<file path="config.mk">
export PLATFORM = sky130hd
export DESIGN_NAME = sram_stream_reader
export DESIGN_NICKNAME = d
export VERILOG_FILES = /design/src/rtl/sram_stream_reader.sv
export SDC_FILE = /design/constraint.sdc
export NUM_CORES = 1
export LEC_CHECK = 0
export CAP_MARGIN = 10
export CELL_PAD_IN_SITES_DETAIL_PLACEMENT = 1
export CELL_PAD_IN_SITES_GLOBAL_PLACEMENT = 2
export CORE_ASPECT_RATIO = 0.5
export CORE_MARGIN = 4
export CORE_UTILIZATION = 35
export DETAILED_ROUTE_END_ITERATION = 16
export PLACE_DENSITY = 0.84
export REMOVE_ABC_BUFFERS = 1
export SYNTH_ARGS = -nofsm -noshare
export SYNTH_HDL_FRONTEND = slang
export SYNTH_SLANG_ARGS = --single-unit
</file>
<file path="constraint.sdc">
create_clock -name clk_i -period 4.8 [get_ports clk_i]
set_input_delay 0.72 -clock clk_i [delete_from_list [all_inputs] [get_ports clk_i]]
set_output_delay 0.72 -clock clk_i [all_outputs]
set_load 0.05 [all_outputs]
</file>
<file path="src/rtl/sram_stream_reader.sv">
// Streaming read engine: turns an (addr, len) command into sequential SRAM reads
// and returns the words as a valid/ready stream through a small credit-managed FIFO.
module sram_stream_reader #(
  parameter int unsigned DATA_W     = 64,
  parameter int unsigned ADDR_W     = 8,
  parameter int unsigned FIFO_DEPTH = 4
) (
  input  logic              clk_i,
  input  logic              rst_ni,
  input  logic              cmd_valid_i,
  output logic              cmd_ready_o,
  input  logic [ADDR_W-1:0] cmd_addr_i,
  input  logic [ADDR_W:0]   cmd_len_i,
  output logic              sram_en_o,
  output logic              sram_rw_mode_o,
  output logic [ADDR_W-1:0] sram_addr_o,
  input  logic [DATA_W-1:0] sram_rd_data_i,
  output logic              data_valid_o,
  input  logic              data_ready_i,
  output logic [DATA_W-1:0] data_o,
  output logic              data_last_o,
  output logic              busy_o
);

  localparam int unsigned LEN_W = ADDR_W + 1;
  // Wide enough for fifo count plus one in-flight plus one issuing read.
  localparam int unsigned CNT_W = $clog2(FIFO_DEPTH + 2);
  localparam logic [LEN_W-1:0] LEN_MAX = LEN_W'(1 << ADDR_W);

  typedef enum logic [1:0] {
    IDLE,
    READ,
    DRAIN
  } state_e;

  typedef struct packed {
    logic              last;
    logic [DATA_W-1:0] data;
  } entry_t;

  state_e            state_q, state_d;
  logic [ADDR_W-1:0] addr_q, addr_d;
  logic [LEN_W-1:0]  rem_q, rem_d;
  logic              sram_last_q, sram_last_d;
  logic              inflight_q, inflight_last_q;
  logic [CNT_W-1:0]  count_q, count_d;
  entry_t            fifo_q [FIFO_DEPTH];
  entry_t            fifo_d [FIFO_DEPTH];

  logic              sram_en_d, valid_d, busy_d, cmd_ready_d;
  logic [ADDR_W-1:0] sram_addr_d;
  logic [LEN_W-1:0]  len_sat;
  logic [CNT_W-1:0]  wr_idx;
  logic              pop, push, credit_ok;

  assign pop     = data_valid_o & data_ready_i;
  assign push    = inflight_q;
  assign len_sat = (cmd_len_i > LEN_MAX) ? LEN_MAX : cmd_len_i;
  assign count_d = count_q + CNT_W'(push) - CNT_W'(pop);
  assign wr_idx  = count_q - CNT_W'(pop);
  // Decides the issue for the next cycle: its credit view is next-cycle count plus
  // the read issuing now (which becomes next cycle's in-flight word).
  assign credit_ok = (count_d + CNT_W'(sram_en_o)) < CNT_W'(FIFO_DEPTH);

  // Next-state and registered-output decode
  always_comb begin
    state_d     = state_q;
    addr_d      = addr_q;
    rem_d       = rem_q;
    sram_en_d   = 1'b0;
    sram_addr_d = sram_addr_o;
    sram_last_d = 1'b0;
    case (state_q)
      IDLE: begin
        if (cmd_valid_i && cmd_ready_o && (len_sat != '0)) begin
          sram_en_d   = 1'b1;
          sram_addr_d = cmd_addr_i;
          addr_d      = cmd_addr_i + ADDR_W'(1);
          rem_d       = len_sat - LEN_W'(1);
          sram_last_d = (len_sat == LEN_W'(1));
          state_d     = (len_sat == LEN_W'(1)) ? DRAIN : READ;
        end
      end
      READ: begin
        if (credit_ok) begin
          sram_en_d   = 1'b1;
          sram_addr_d = addr_q;
          addr_d      = addr_q + ADDR_W'(1);
          rem_d       = rem_q - LEN_W'(1);
          sram_last_d = (rem_q == LEN_W'(1));
          if (rem_q == LEN_W'(1)) state_d = DRAIN;
        end
      end
      DRAIN: begin
        if (pop && fifo_q[0].last) state_d = IDLE;
      end
      default: state_d = IDLE;
    endcase
    busy_d      = (state_d != IDLE);
    cmd_ready_d = (state_d == IDLE);
  end

  // Shift FIFO: entry 0 is the stream head, so the stream outputs come straight off flops
  always_comb begin
    fifo_d = fifo_q;
    if (pop) begin
      for (int unsigned i = 0; i < FIFO_DEPTH - 1; i++) fifo_d[i] = fifo_q[i+1];
      fifo_d[FIFO_DEPTH-1] = '0;
    end
    if (push) begin
      for (int unsigned i = 0; i < FIFO_DEPTH; i++) begin
        if (CNT_W'(i) == wr_idx) fifo_d[i] = '{last: inflight_last_q, data: sram_rd_data_i};
      end
    end
    valid_d = (count_d != '0);
  end

  always_ff @(posedge clk_i or negedge rst_ni) begin
    if (!rst_ni) begin
      state_q         <= IDLE;
      addr_q          <= '0;
      rem_q           <= '0;
      sram_last_q     <= 1'b0;
      inflight_q      <= 1'b0;
      inflight_last_q <= 1'b0;
      count_q         <= '0;
      for (int unsigned i = 0; i < FIFO_DEPTH; i++) fifo_q[i] <= '0;
      sram_en_o       <= 1'b0;
      sram_addr_o     <= '0;
      data_valid_o    <= 1'b0;
      busy_o          <= 1'b0;
      cmd_ready_o     <= 1'b1;
    end else begin
      state_q         <= state_d;
      addr_q          <= addr_d;
      rem_q           <= rem_d;
      sram_last_q     <= sram_last_d;
      inflight_q      <= sram_en_o;
      inflight_last_q <= sram_last_q;
      count_q         <= count_d;
      fifo_q          <= fifo_d;
      sram_en_o       <= sram_en_d;
      sram_addr_o     <= sram_addr_d;
      data_valid_o    <= valid_d;
      busy_o          <= busy_d;
      cmd_ready_o     <= cmd_ready_d;
    end
  end

  assign sram_rw_mode_o = 1'b0;
  assign data_o         = fifo_q[0].data;
  assign data_last_o    = fifo_q[0].last;

endmodule

</file>
==> qor.yml, run 1 <==
global_routing:
  grt_pass1_wl_um: 64300
  antenna_found_initial: 1
  grt_start_max_net_pins: 197
  grt_usage: 0.175
  grt_overflow: 0
  grt_pass1_vias: 12600
worst_setup_path:
  crit_family: "adder cells"
  cp-start-kind: "primary input"
  worst-setup-path-type: "in2reg"
  slowest_delay_ns: 0.46
  cp_common_cell: "ha_1"
  worstRegToRegCells: 11
  path_max_fanout: 25
  r2r_slack_ns: 1.51
  cp.depth: 12
  endpoint_kind: "flop"
  r2r-start: "data_valid_o$_DFF_PN0_"
  crit_chain: "clkdlybuf4s50_1 -> nand2_4 -> inv_6 -> ha_1 -> inv_1 -> ha_1 -> fa_1 -> xnor3_2 -> xnor2_4 -> o21a_4 -> inv_4 -> mux2_2"
  crit_start: "data_ready_i"
  cp.arrival_ns: 3.91
  path_buf_inv: 4
  timing.rr.end: "sram_addr_o[1]$_DFFE_PN0P_"
  cp.required_ns: 5.25
  slowest_stage: "xnor3_2"
drt:
  drtIter0Drc: 656
  vias: 11400
  ant_nets: 0
  drc: 0
  totalWireLength_um: 38700
  firstDrtPassIters: 7
  routed_via_density: 5.23
  wire_per_inst_um: 17.8
yosys:
  yosys-top-cells-area: "dfrtp_1, nand2_1, a31oi_1"
  synth_edf_count: 0
  syn_inst: 1601
  synth-main-ff-cell: "dfrtp_1"
  syn_area_um2: 14100
  synth.avg_cell_area_um2: 8.80
  synthDistinctLibCells: 58
  synthArstFlopShare: 1.00
  yosysSeqAreaShare: 0.528
  yosys_warnings: 0
  yosys.area.top_type: "dfrtp_1"
  yosysTopAreaCellShare: 0.526
  ys_seq_elements: 297
clock_network:
  clock-sinks: 297
  ctsHoldBuffers: 0
  cts-htree-levels: 1
  clkTransAtPathRegs_ns: 0.07
  cts_resized: 0
  cts_root_buffer: "clkbuf_16"
  postCtsSetupBuffers: 0
  cts_tree: "built"
  cts_made_buffers: 29
  clock_path_buffers: 3
  clock_latency_ns: 0.56
timing:
  worst_pin_slew_ns: 1.16
  final_hold_viol_count: 0
  clock_skew_ns: 0.00936
  tns_ns: 0
  post-route-period-util: 0.722
  max_clock_freq_ghz: 0.289
  finalSetupViolCount: 0
  fin_crit_ns: 3.46
  slew_headroom: 0.228
  slew_viol_final: 0
  rsz0062_at_grt: "false"
pwr:
  powerDensity_nw_per_um2: 661
  vdd_ir_drop_max_v: 0.000395
  p_leak_nw: 7.13
placed_design:
  port_buffers: 161
  place_congestion: 0.745
  place_hpwl_um: 23500
  dp_cells: 2125
floorplanning:
  ios: 163
  die_w_um: 292
  die_area_um2: 43700
  start_util: 0.358
  die_h_um: 150
  design.core.area_um2: 39300
  rows: 51
final_layout:
  multi_input_area_um2: 5650
  fin_nets: 1722
  layoutNonFillerInstCount: 2178
  fillers: 4520
  drive_above_1_share: 0.0449
  regArea_um2: 7430
  area_growth_pct: 17.7
  utilization: 0.422
status:
  outcome: "finished, final reports clean"
job:
  drv_cap: 0
min_path:
  hold_path.class: "in2async"
[power breakdown]
| group | internal (mW) | switching [mW] |
|---|---|---|
| Clock | 1.43 | 1.01 |
| Sequential | 3.42 | 0.529 |
| Combinational | 1.57 | 3.00 |
[worst max-delay path by stage]
| stage | end | slack [ns] |
|---|---|---|
| global route | rem_q[2]$_DFFE_PN0P_ | 1.21 |
| global placement | sram_addr_o[1]$_DFFE_PN0P_ | 0.84 |
| floorplan | fifo_q[0]$_DFF_PN0_ | -10.14 |
| finish | sram_addr_o[1]$_DFFE_PN0P_ | 1.34 |
| CTS | sram_addr_o[1]$_DFFE_PN0P_ | 1.37 |
| detailed placement | sram_addr_o[1]$_DFFE_PN0P_ | 0.77 |
[metrics by stage]
step	worst slack (ns)	area, um^2	power (mW)	hold slack (ns)
2_1_floorplan	-10.14	13100	7.10	0.331
3_3_place_gp	0.838	15600	8.31	0.335
3_5_place_dp	0.768	15600	8.61	0.344
4_1_cts	1.37	16600	11.1	0.230
5_1_grt	1.21	16600	11.7	0.263
6_report	1.34	16600	11.0	0.185
[area by class of cell]
cell class | count | area share
Antenna cell | 1 | 0.000151
Multi-Input combinational cell | 1114 | 0.341
Inverter | 12 | 0.00317
Tap cell | 530 | 0.0400
Sequential cell | 297 | 0.448
Clock buffer | 42 | 0.0509
Timing Repair Buffer | 172 | 0.107
Clock inverter | 10 | 0.00958
[state kept, by name (all words and copies together), names as in the netlist]
signal / count
inflight_last_q: 1
sram_last_q: 1
cmd_ready_o: 1
sram_en_o: 1
rem_q: 9
state_q: 2
busy_o: 1
count_q: 3
addr_q: 8
data_o: 64
data_last_o: 1
inflight_q: 1
sram_addr_o: 8
fifo_q: 195
data_valid_o: 1
[synth_stat cells, drive strengths merged, types with 2 or more instances]
library cell / instances
a32oi: 3
or3: 2
a211oi: 4
nand2b: 6
a31oi: 139
o21a: 4
nand3: 6
o22ai: 2
nor3: 7
nor2b: 3
inv: 12
xor2: 2
ha: 10
o211ai: 2
clkbuf: 67
nand4b: 2
mux2i: 71
nor2: 147
nand3b: 4
o22a: 3
nand4: 3
nor4: 4
xnor2: 5
o31ai: 3
a21oi: 16
nand2: 499
and3: 5
dfrtp: 296
o21ai: 143
a22oi: 2
buf: 111
[worst reg2reg max path: cells and delay by family, from the launching register on]
family	cells	cell delay [ns]
xor+xnor	2	0.66
flops	1	0.42
mux	1	0.37
compound gates	1	0.30
fa+ha+maj	3	0.95
simple gates	1	0.11
buf+inv	3	0.37
[placed cells by master, fill, tap and decap left out, types with 4 or more instances in the layout]
master	count
a21oi_1	16
nand3b_1	4
o21ai_0	143
clkdlybuf4s50_1	160
nand3_1	6
nor4_1	4
buf_4	5
mux2i_1	71
a31oi_1	139
nor2_1	147
nor3_1	6
nand2_1	498
clkbuf_8	7
and3_1	5
xnor2_1	4
clkbuf_16	29
buf_12	6
bufinv_16	4
inv_1	10
nand2b_1	6
ha_1	10
dfrtp_1	296
clkbuf_1	6
[metal layers]
| layer | global-route usage | wire length, um | part of all wire | vias to the layer above |
|---|---|---|---|---|
| met4 | 0.0503 | 999 | 0.026 | 0 |
| li1 | - | - | - | 5344 |
| met3 | 0.0243 | 840 | 0.022 | 60 |
| met1 | 0.213 | 16900 | 0.44 | 5855 |
| met5 | 0 | 0 | 0 | - |
| met2 | 0.326 | 20000 | 0.52 | 139 |
[cells by family (layout without fill, tap and decap cells)]
kind of cell	after synthesis	after routing	share of synthesized area
buffers and inverters	190	236	0.0732
flip-flops	297	297	0.528
multiplexers	72	72	0.0512
AND/OR/NAND/NOR	692	692	0.193
AO/OA/AOI/OAI	330	330	0.137
XOR/XNOR	8	8	0.00737
adder cells (fa/ha/maj)	11	11	0.0103
other	1	2	0.000266
(Power assumes the default switching activity.)
==> inputs of run 2 (changes only) <==
- CORE_UTILIZATION: 35 -> 31
- PLACE_DENSITY: 0.84 -> 0.79
- clock period: 4.8 -> 3 ns (I/O delays scaled with it)
==> run 2 against run 1 <==
Sequential cell count is the same. Sequential share of layout area shrank 1.8 points. Non-clock buffer count grew 38. Power rose by 71%. Sequential power up 59%. Critical path depth is 1 lower. Utilization is 3.2 points lower. Cell area is 4.1% higher. Count of clock-buffer cells in the layout down 6. Combinational power rose by 71%. Critical path type is now reg2reg. Highest routed layer unchanged.
==> qor.yml, run 2 (same netlist as run 1, synthesis figures left out) <==
status:
  outcome: "finished, final reports clean"
final_layout:
  area_growth_pct: 22.5
  drive_above_1_share: 0.0716
  max_flop_register: "fifo_q"
  num_antenna_cells: 0
  largest_reg_flops: 195
  fin_nets: 1762
  final_cell_mix: "nand2_1, dfrtp_1, clkdlybuf4s50_1"
  fillers: 5004
  layout_commonest_cell: "nand2_1"
worst_setup_path:
  cp.arrival_ns: 3.23
  cp_common_cell: "ha_1"
  cp-start-kind: "flop"
  path_max_fanout: 9
  worst-setup-path-type: "reg2reg"
  endpoint_kind: "flop"
  crit_chain: "nand2_4 -> inv_8 -> ha_1 -> inv_1 -> ha_1 -> fa_1 -> xnor3_2 -> xnor2_4 -> o21a_4 -> inv_4 -> mux2_2"
  slowest_stage: "dfrtp_1"
  slowest_delay_ns: 0.41
  r2r_slack_ns: 0.23
  cp.required_ns: 3.46
pwr:
  vdd_ir_drop_max_v: 0.000435
  powerDensity_nw_per_um2: 1080
  p_leak_nw: 7.45
clock_network:
  cts_root_buffer: "clkbuf_16"
  clock_latency_ns: 0.57
  clkTransAtPathRegs_ns: 0.07
  cts_tree: "built"
  postCtsSetupBuffers: 0
  clock_path_buffers: 3
  clock-sinks: 297
  cts-htree-levels: 1
  cts_made_buffers: 31
timing:
  worst_pin_slew_ns: 0.909
  tns_ns: 0
  fin_crit_ns: 2.77
  post-route-period-util: 0.924
  slew_headroom: 0.394
  max_clock_freq_ghz: 0.361
  finalSetupViolCount: 0
  slew_viol_final: 0
  postLayoutSetupSlackWorst_ns: 0.229
  rsz0062_at_grt: "false"
  clock_skew_ns: 0.0130
  final_hold_viol_count: 0
job:
  drv_cap: 0
floorplanning:
  ios: 163
  die_h_um: 159
  rows: 54
  design.core.area_um2: 44300
  die_area_um2: 49100
  start_util: 0.318
  die_w_um: 309
global_routing:
  antenna_found_initial: 0
  grt_usage: 0.155
  grt_start_max_net_pins: 155
  grt_pass1_vias: 12300
  grt_overflow: 0
  grt_pass1_wl_um: 64200
drt:
  firstDrtPassIters: 4
  drc: 0
  vias: 11200
  routed_via_density: 4.93
  wire_per_inst_um: 16.6
  ant_nets: 0
  totalWireLength_um: 37800
  drtIter0Drc: 436
placed_design:
  place_congestion: 0.735
  place_hpwl_um: 24300
  port_buffers: 161
  place_ws_ns: -0.431
min_path:
  hold_path.class: "reg2reg"
run 2: cell types whose count changed in the layout (fill, tap and decap cells not counted), sizes merged, moves of 2 or more:
cell      change
bufinv        +6
clkinvlp      +2
buf          +37
clkbuf        -6
clkinv        +3
run 2: power breakdown:
part           internal [mW]  switching (mW)  leakage [nW]
clock network           2.85            1.72         0.580
logic                   3.05            4.79          2.98
registers               5.47           0.823          3.89
run 2: final timing paths:
check                                  startpoint                          to  cells after the start
hold / removal              sram_last_q$_DFF_PN0_   inflight_last_q$_DFF_PN0_                      0
setup / recovery           data_valid_o$_DFF_PN0_  sram_addr_o[1]$_DFFE_PN0P_                     11
max in group asynchronous                  rst_ni        data_o[21]$_DFF_PN0_                      3
min in group asynchronous                  rst_ni        rem_q[6]$_DFFE_PN0P_                      2
setup reg to reg           data_valid_o$_DFF_PN0_  sram_addr_o[1]$_DFFE_PN0P_                     11
hold reg to reg             sram_last_q$_DFF_PN0_   inflight_last_q$_DFF_PN0_                      0
run 2: final cells by class:
| cell class | count | area [um^2] | share of cell area |
|---|---|---|---|
| repair buffers | 210 | 2180 | 0.126 |
| multi-input cells | 1114 | 5650 | 0.328 |
| inverters | 12 | 55.1 | 0.00319 |
| well taps | 588 | 736 | 0.0426 |
| clock buffers | 36 | 835 | 0.0483 |
| flip-flops and latches | 297 | 7430 | 0.431 |
| clock inverters | 20 | 372 | 0.0215 |
run 2: layer usage:
layer / global-route usage / vias up / wire, um
met5: 0 / - / 0
met4: 0.0271 / 0 / 593
met3: 0.0214 / 48 / 783
met2: 0.284 / 75 / 19500
met1: 0.195 / 5686 / 16900
li1: - / 5424 / -
run 2: per-stage QoR:
| step | hold slack [ns] | utilization | power, mW | area, um^2 | instances |
|---|---|---|---|---|---|
| after floorplan | 0.154 | - | 11.4 | 13100 | 1423 |
| after global placement | 0.340 | 0.362 | 14.1 | 16000 | 2220 |
| after detailed placement | 0.373 | 0.362 | 14.3 | 16000 | 2220 |
| after CTS | 0.393 | 0.390 | 19.0 | 17300 | 2277 |
| after global routing | 0.397 | 0.390 | 20.0 | 17300 | 2277 |
| final | 0.374 | 0.390 | 18.7 | 17300 | 2277 |
run 2: worst max-delay path: cells and delay by family, from the launching register on:
kind | cells | cell delay [ns]
simple gates | 1 | 0.11
mux | 1 | 0.34
xor+xnor | 2 | 0.47
buf+inv | 3 | 0.21
flops | 1 | 0.41
compound gates | 1 | 0.23
fa+ha+maj | 3 | 0.88
run 2: repair_timing:
action                                 CTS  global route
setup endpoints to repair                0            19
endpoints found under the hold margin   56             0
resized for setup                        0             2
hold buffers                             1             0
==> inputs of run 3 (changes only) <==
- TNS_END_PERCENT: unset -> 20
==> results of run 3 <==
The final DEF is identical to that of run 2; final timing and power are the same.
